[config.mk]
export PLATFORM = sky130hd
export DESIGN_NAME = ram_stream_reader
export DESIGN_NICKNAME = d
export VERILOG_FILES = /design/src/rtl/frame_ram_pkg.sv /design/src/rtl/ram_rd_skid_fifo.sv /design/src/rtl/ram_stream_reader.sv
export SDC_FILE = /design/constraint.sdc
export NUM_CORES = 1
export LEC_CHECK = 0
export ABC_AREA = 1
export CAP_MARGIN = 20
export CORE_ASPECT_RATIO = 1.25
export CORE_MARGIN = 3
export CORE_UTILIZATION = 48
export CTS_CLUSTER_DIAMETER = 150
export DETAILED_ROUTE_END_ITERATION = 7
export PLACE_DENSITY = 0.76
export SYNTH_ARGS = -nofsm -noshare
export SYNTH_HDL_FRONTEND = slang
export SYNTH_SLANG_ARGS = --single-unit
[constraint.sdc]
create_clock -name clk -period 1.69 [get_ports clk]
set_input_delay 0.338 -clock clk [delete_from_list [all_inputs] [get_ports clk]]
set_output_delay 0.338 -clock clk [all_outputs]
set_load 0.1 [all_outputs]
[src/rtl/frame_ram_pkg.sv]
// frame_ram_pkg: shared frame RAM geometry and reader state encoding
package frame_ram_pkg;
  localparam int ADDR_W = 12;
  localparam int DATA_W = 8;
  localparam int RAM_DEPTH = 2 ** ADDR_W;
  typedef enum logic [1:0] {IDLE, RUN, DRAIN, DONE} state_t;
endpackage

[src/rtl/ram_rd_skid_fifo.sv]
// ram_rd_skid_fifo: 2-entry FIFO absorbing RAM read data; dout is the head entry
module ram_rd_skid_fifo #(
  parameter int DATA_W = 8
) (
  input  logic              clk,
  input  logic              rst,
  input  logic              push,
  input  logic [DATA_W-1:0] din,
  input  logic              out_ready,
  output logic [DATA_W-1:0] dout,
  output logic              out_valid,
  output logic [1:0]        occ
);
  logic [DATA_W-1:0] tail;
  logic pop;
  assign out_valid = occ != 2'd0;
  assign pop = out_valid && out_ready;
  always_ff @(posedge clk or posedge rst)
    if (rst) begin
      dout <= '0;
      tail <= '0;
      occ  <= '0;
    end else begin
      if (pop) dout <= (push && occ == 2'd1) ? din : tail;
      else if (push && occ == 2'd0) dout <= din;
      if (push && occ == (pop ? 2'd2 : 2'd1)) tail <= din;
      occ <= occ + {1'b0, push} - {1'b0, pop};
    end
endmodule

[src/rtl/ram_stream_reader.sv]
// ram_stream_reader: streams a contiguous frame RAM block out as valid/ready bytes
module ram_stream_reader #(
  parameter int ADDR_W = frame_ram_pkg::ADDR_W,
  parameter int DATA_W = frame_ram_pkg::DATA_W
) (
  input  logic              clk,
  input  logic              rst,
  input  logic              start,
  input  logic [ADDR_W-1:0] base_addr,
  input  logic [ADDR_W:0]   length,
  output logic [ADDR_W-1:0] read_address,
  input  logic [DATA_W-1:0] q,
  output logic [DATA_W-1:0] m_data,
  output logic              m_valid,
  input  logic              m_ready,
  output logic              busy,
  output logic              done
);
  import frame_ram_pkg::*;
  localparam logic [ADDR_W:0] MAX_LEN = {1'b1, {ADDR_W{1'b0}}};
  state_t state, state_nx;
  logic [ADDR_W:0] len_q, issued;
  logic [1:0] occ;
  logic in_flight, pop, issue, last_issue, drained, accept;
  assign accept = state == IDLE && start;
  assign pop = m_valid && m_ready;
  // The RAM samples read_address on the issuing edge, so data lands one edge later;
  // counting the in-flight byte against free slots means it can never be dropped.
  assign issue = state == RUN && issued < len_q &&
                 ({1'b0, occ} + {2'b0, in_flight}) < (3'd2 + {2'b0, pop});
  assign last_issue = issue && issued + (ADDR_W+1)'(1) == len_q;
  assign drained = !in_flight && (occ == 2'd0 || (occ == 2'd1 && pop));
  always_ff @(posedge clk or posedge rst)
    if (rst) state <= IDLE;
    else state <= state_nx;
  always_comb
    state_nx = state == IDLE  ? (start ? (length == '0 ? DONE : RUN) : IDLE) :
               state == RUN   ? (last_issue ? DRAIN : RUN) :
               state == DRAIN ? (drained ? DONE : DRAIN) : IDLE;
  always_comb begin
    busy = state != IDLE;
    done = state == DONE;
  end
  always_ff @(posedge clk or posedge rst)
    if (rst) begin
      read_address <= '0;
      issued       <= '0;
      len_q        <= '0;
      in_flight    <= 1'b0;
    end else begin
      in_flight <= issue;
      if (accept) begin
        read_address <= base_addr;
        issued       <= '0;
        len_q        <= length > MAX_LEN ? MAX_LEN : length;
      end else if (issue) begin
        read_address <= read_address + ADDR_W'(1);
        issued       <= issued + (ADDR_W+1)'(1);
      end
    end
  ram_rd_skid_fifo #(.DATA_W(DATA_W)) u_fifo (
    .clk(clk),
    .rst(rst),
    .push(in_flight),
    .din(q),
    .out_ready(m_ready),
    .dout(m_data),
    .out_valid(m_valid),
    .occ(occ)
  );
endmodule

== Word level (Yosys, flattened, before mapping) ==
Index checks and enable logic that the tools add are counted.

* Output and inout bits: 23
* Logic and storage cells: 58
* ROM bits: 0
* Memory bits (writable): 0
* Memories kept: 0
* Bits in latches: 0
* Bits of input ports: 37
* Register bits: 59

* Multiply operators: 0
* $lt $le $gt $ge: 3
* Bitwise operators: 0
* Shift operators: 0
* Muxes and demuxes: 16
* Add/subtract/negate cells: 6
* Reduce and logical (&&, ||, !) cells: 19
* Equal/unequal tests: 6
* Divide/modulo/power cells: 0

{| class="wikitable"
|+ Operator list
! kind !! number
|-
| 2-to-1 mux 13 bit || 3
|-
| 2-to-1 mux 12 bit || 2
|-
| 2-to-1 mux 8 bit || 3
|-
| 2-to-1 mux 2 bit || 7
|-
| adder 13 x 1 -> 13 bit (second input constant) || 1
|-
| equality test 13 bit || 1
|-
| greater-than comparator 13 bit (second input constant) || 1
|-
| logical NOT 13 bit || 1
|-
| less-than comparator 13 bit || 1
|-
| adder 12 x 1 -> 12 bit (second input constant) || 1
|-
| logical AND 1 bit || 10
|-
| nonzero test 2 bit || 4
|-
| equality test 2 x 1 -> 1 bit (second input constant) || 2
|-
| equality test 2 bit (second input constant) || 2
|-
| logical NOT 2 bit || 2
|-
| adder 2 x 1 -> 3 bit || 1
|-
| adder 2 x 1 -> 3 bit (first input constant) || 1
|-
| less-than comparator 3 bit || 1
|-
| adder 2 x 1 -> 2 bit || 1
|-
| equality test 2 bit || 1
|-
| subtractor 2 x 1 -> 2 bit || 1
|-
| logical NOT 1 bit || 1
|-
| logical OR 1 bit || 1
|-
| 2-to-1 mux 1 bit || 1
|}

== Depth between registers and ports, before layout ==
* Depth after elaboration: 9
* Mapped depth: 14
* Gate-level depth less buffers: 14

== Modules after synthesis ==
Synthesis repeated with hierarchy kept, for this count alone.

* Cells, all modules: 490
* Area, all modules: 3679.8 um^2

{| class="wikitable"
|+ By module, submodules not included
! module !! cells each !! sequential area each (um^2) !! area each (um^2) !! times used
|-
| ram_stream_reader || 376 || 1026.0 || 2726.4 || 1
|-
| ram_rd_skid_fifo || 114 || 450.4 || 953.4 || 1
|}

== Worst setup path before layout ==
OpenSTA, ideal clock, no wires.

* Kind: register to register
* Start point: reg read_address[0]
* End point: reg read_address[10]
* Setup time: 0.083 ns
* Clock period less this slack: 2.437 ns
* Path buffers: 0
* Path slack: -0.747 ns
* Stages on the path, launching flop included: 11
* Arrival time: 2.354 ns
* Required time: 1.607 ns
* Path through: dfrtp_1 ha_1 nand3_1 nor3_2 nand3_1 nor2_1 nand2_1 xor2_1 o21ai_0 nand2_1 o21ai_0

* Cells in the longest elaborated chain, start to end: 3

{| class="wikitable"
|+ Ends and longest elaborated chain
! what !! RTL line !! source
|-
| start, declared || ram_stream_reader.sv:11 || <nowiki>output logic [ADDR_W-1:0] read_address,</nowiki>
|-
| start signal, assigned || ram_stream_reader.sv:53 || <nowiki>read_address <= base_addr;</nowiki>
|-
| start signal, assigned || ram_stream_reader.sv:57 || <nowiki>read_address <= read_address + ADDR_W'(1);</nowiki>
|-
| adder 12 x 1 -> 12 bit || ram_stream_reader.sv:57 ||
|-
| 2-to-1 mux 12 bit || ram_stream_reader.sv:56 || <nowiki>end else if (issue) begin</nowiki>
|-
| 2-to-1 mux 12 bit || ram_stream_reader.sv:52 || <nowiki>if (accept) begin</nowiki>
|}

No other way between the ends. The select of a mux whose other input is x is not followed.
A chain may end at the register's enable or synchronous reset.

== Final worst setup path ==
* Start point: reg read_address[4]
* End point: reg read_address[9]

Same word-level chain as after synthesis.

==> results.yml <==
grt:
  overflow: 0
  grt_max_degree: 60
  grt_pass1_vias: 3778
  grt_pass1_wl_mm: 17.2
  track_usage: 0.253
  antenna_found_initial: 0
finish:
  fillers: 364
  final_cell_area_um2: 5860
  multi_input_area_um2: 2180
  synthToLayoutAreaGrowth_pct: 65.3
  ff_latch_area_um2: 1490
  num-nets-final: 658
  finalNonFillerCells: 697
  final_common_cell: "nand2_1"
  finish.utilization: 0.829
  layout_common_cells: "88 x nand2_1, 70 x buf_4, 56 x inv_1, 46 x dfrtp_1, 39 x nand3_1"
  drive_above_1_share: 0.344
  n_antenna_cell: 0
synthesis:
  synthArstFlopShare: 1.00
  yosys_warnings: 0
  synthAdderAreaFrac: 0.0671
  synth_cell_type_count: 33
  yosys.area.top_type: "dfrtp_1"
  synth_nets: 513
  synth-xor-area-share: 0.0406
  synthSimpleGateAreaFrac: 0.254
  synth_area_per_cell_um2: 7.75
  yosys-mux-area-fraction: 0
  synth_top_family_by_area: "simple AND/OR/NAND/NOR gates"
  postSynthCellCount: 457
  synth-seq-cells: 59
  yosys-top-cells-area: "dfrtp_1 42%, nand2_1 11%, o21ai_0 6.9%"
  synth_compound_area_frac: 0.136
  yosysSeqAreaShare: 0.417
  synth_edf_count: 0
  synthDominantCellAreaShare: 0.417
  ys.flop_type: "dfrtp_1"
  syn_area_um2: 3540
clock_network:
  clockBufferDepth: 2
  htreeDepth: 3
  numCtsBuffers: 9
  postCtsHoldBufs: 0
  path_clk_slew_ns: 0.08
  root_buffer: "clkbuf_8"
  cts_tree: "done"
  clock_latency_ns: 0.35
  clock_sinks: 59
place:
  port_buffers: 59
  dpl_cell_area_um2: 5170
  dp_hpwl_mm: 7.70
  place_congestion: 0.898
  place_inst: 667
critical_path:
  startpoint_type: "flip-flop"
  worstReg2RegStart: "read_address[4]"
  path_cells: "inv_2 > nor4_2 > nand3_1 > nor2_1 > nand2_1 > o21ai_1 > a21oi_1"
  path_class: "reg -> reg"
  rrSetupSlack_ns: -0.43
  critPathMaxStageDelay_ns: 0.50
  cp-startpoint: "read_address[4]"
  crit_path_max_fanout: 5
  critPathSlowestCell: "nor4_2"
  cp.arrival_ns: 2.35
  cp-end-kind: "flip-flop"
  cp_data_required_time_ns: 1.92
sta:
  slew_violations: 0
  worst_pin_slew_ns: 0.517
  finClkSkew_ns: 0.0125
  layout_setup_ws_ns: -0.430
  setup-violations-final: 43
  period_needed_ns: 2.12
  setup_tns_ns: -9.38
  hold_viol: 0
  max_freq_ghz: 0.472
  rsz0062_at_grt: "true"
  finalCritPeriodShare: 1.25
  holdWs_ns: 0.446
  slew_headroom: 0.653
routing:
  vias_per_cell: 6.12
  vias: 4264
  drtIter0Drc: 355
  ant_nets: 0
  met1_length_mm: 5.23
  avgRoutedWirePerCell_um: 20.4
  finalWirelength_mm: 14.2
  drtPass1Iterations: 5
  top_layer_used: "met4"
  wl_met2_mm: 7.29
  route.met3.wl_mm: 1.09
  drc: 0
power:
  power_switching_uw: 6770
  power.share.clock: 0.098
  swShare: 0.499
  comb_power_share: 0.708
  peakVddDrop_mv: 1.73
  leakage_uw: 0.00268
  internal_power_uw: 6800
  powerDensity_nw_per_um2: 2320
  seqPwrFrac: 0.195
run_status:
  failed_checks: "negative setup slack"
  status: "finished with violations"
die:
  die_area_um2: 8460
  fp.dieW_um: 82.9
  rows: 34
  boundaryPins: 60
  die_height_um: 102
  core_area_um2: 7060
  initial_utilization: 0.502
job:
  drv_cap: 0
worst_hold_path:
  hp-class: "in -> async"
## stage by stage
step	setup WS, ns	power, uW
floorplan	-0.273	7010
finish	-0.430	13600
global route	-0.502	14000
CTS	-0.298	11300
detailed placement	-0.345	9750
global placement	-0.257	9470
## metal layers
metal,track usage,vias up
met5,0,-
met4,0.0931,0
li1,-,1825
met1,0.282,2060
met3,0.0629,88
met2,0.468,291
## worst max-delay path: cells and delay by family (launching register included)
family                 cells  cell delay [ns]
and+or+nand+nor            4             1.08
DFF                        1             0.44
AOI/OAI and AO/OA          2             0.36
buffers and inverters      1             0.10
## final cells by class
cell class	count	area share
multi-input cells	321	0.372
repair buffers	145	0.273
flip-flops and latches	59	0.255
inverters	66	0.0491
clock buffers	14	0.0261
well taps	90	0.0192
clock inverters	2	0.00598
## cell usage after synthesis, drive strengths merged (6+ instances only)
master  instances
nand2         105
inv            65
dfrtp          59
o21ai          50
nand3          44
nor2           32
ha             19
o211ai         13
xor2           10
a21oi           7
clkbuf          7
nand4           7
a31oi           6
buf             6
nor3            6
nor4            6
## worst paths after layout
kind	to	cells after the start
min in group clk	u_fifo.tail[4]	2
max reg2reg	read_address[9]	7
min reg2reg	u_fifo.tail[4]	2
max in group asynchronous	in_flight	3
max	read_address[9]	7
min	read_address[7]	3
## power groups by stage
stage	Combinational (uW)	Sequential [uW]	Clock, uW
after floorplan	3020	3990	0
after global placement	6940	2530	0
after detailed placement	7180	2570	0
after CTS	7520	2550	1280
after global routing	9990	2680	1370
final	9610	2640	1320
## flip-flops by register name (all words and copies together), names as in the netlist
name          cells
state             2
u_fifo.dout       8
u_fifo.occ        2
read_address     12
issued           13
u_fifo.tail       8
in_flight         1
len_q            13
## logic make-up after synthesis
kind of cell / after synthesis
and+or+nand+nor: 202
buffers and inverters: 79
AOI/OAI and AO/OA: 84
DFF: 59
xor gates and xnor gates: 14
adders and majority gates: 19
## what timing repair did
item,4_1_cts,5_1_grt
hold endpoints to repair,0,0
pin swaps,9,23
endpoints found under the setup margin,46,46
cloned,1,6
resized for setup,20,69
setup buffers,2,5
No activity file was read; power rests on OpenSTA's default activity.
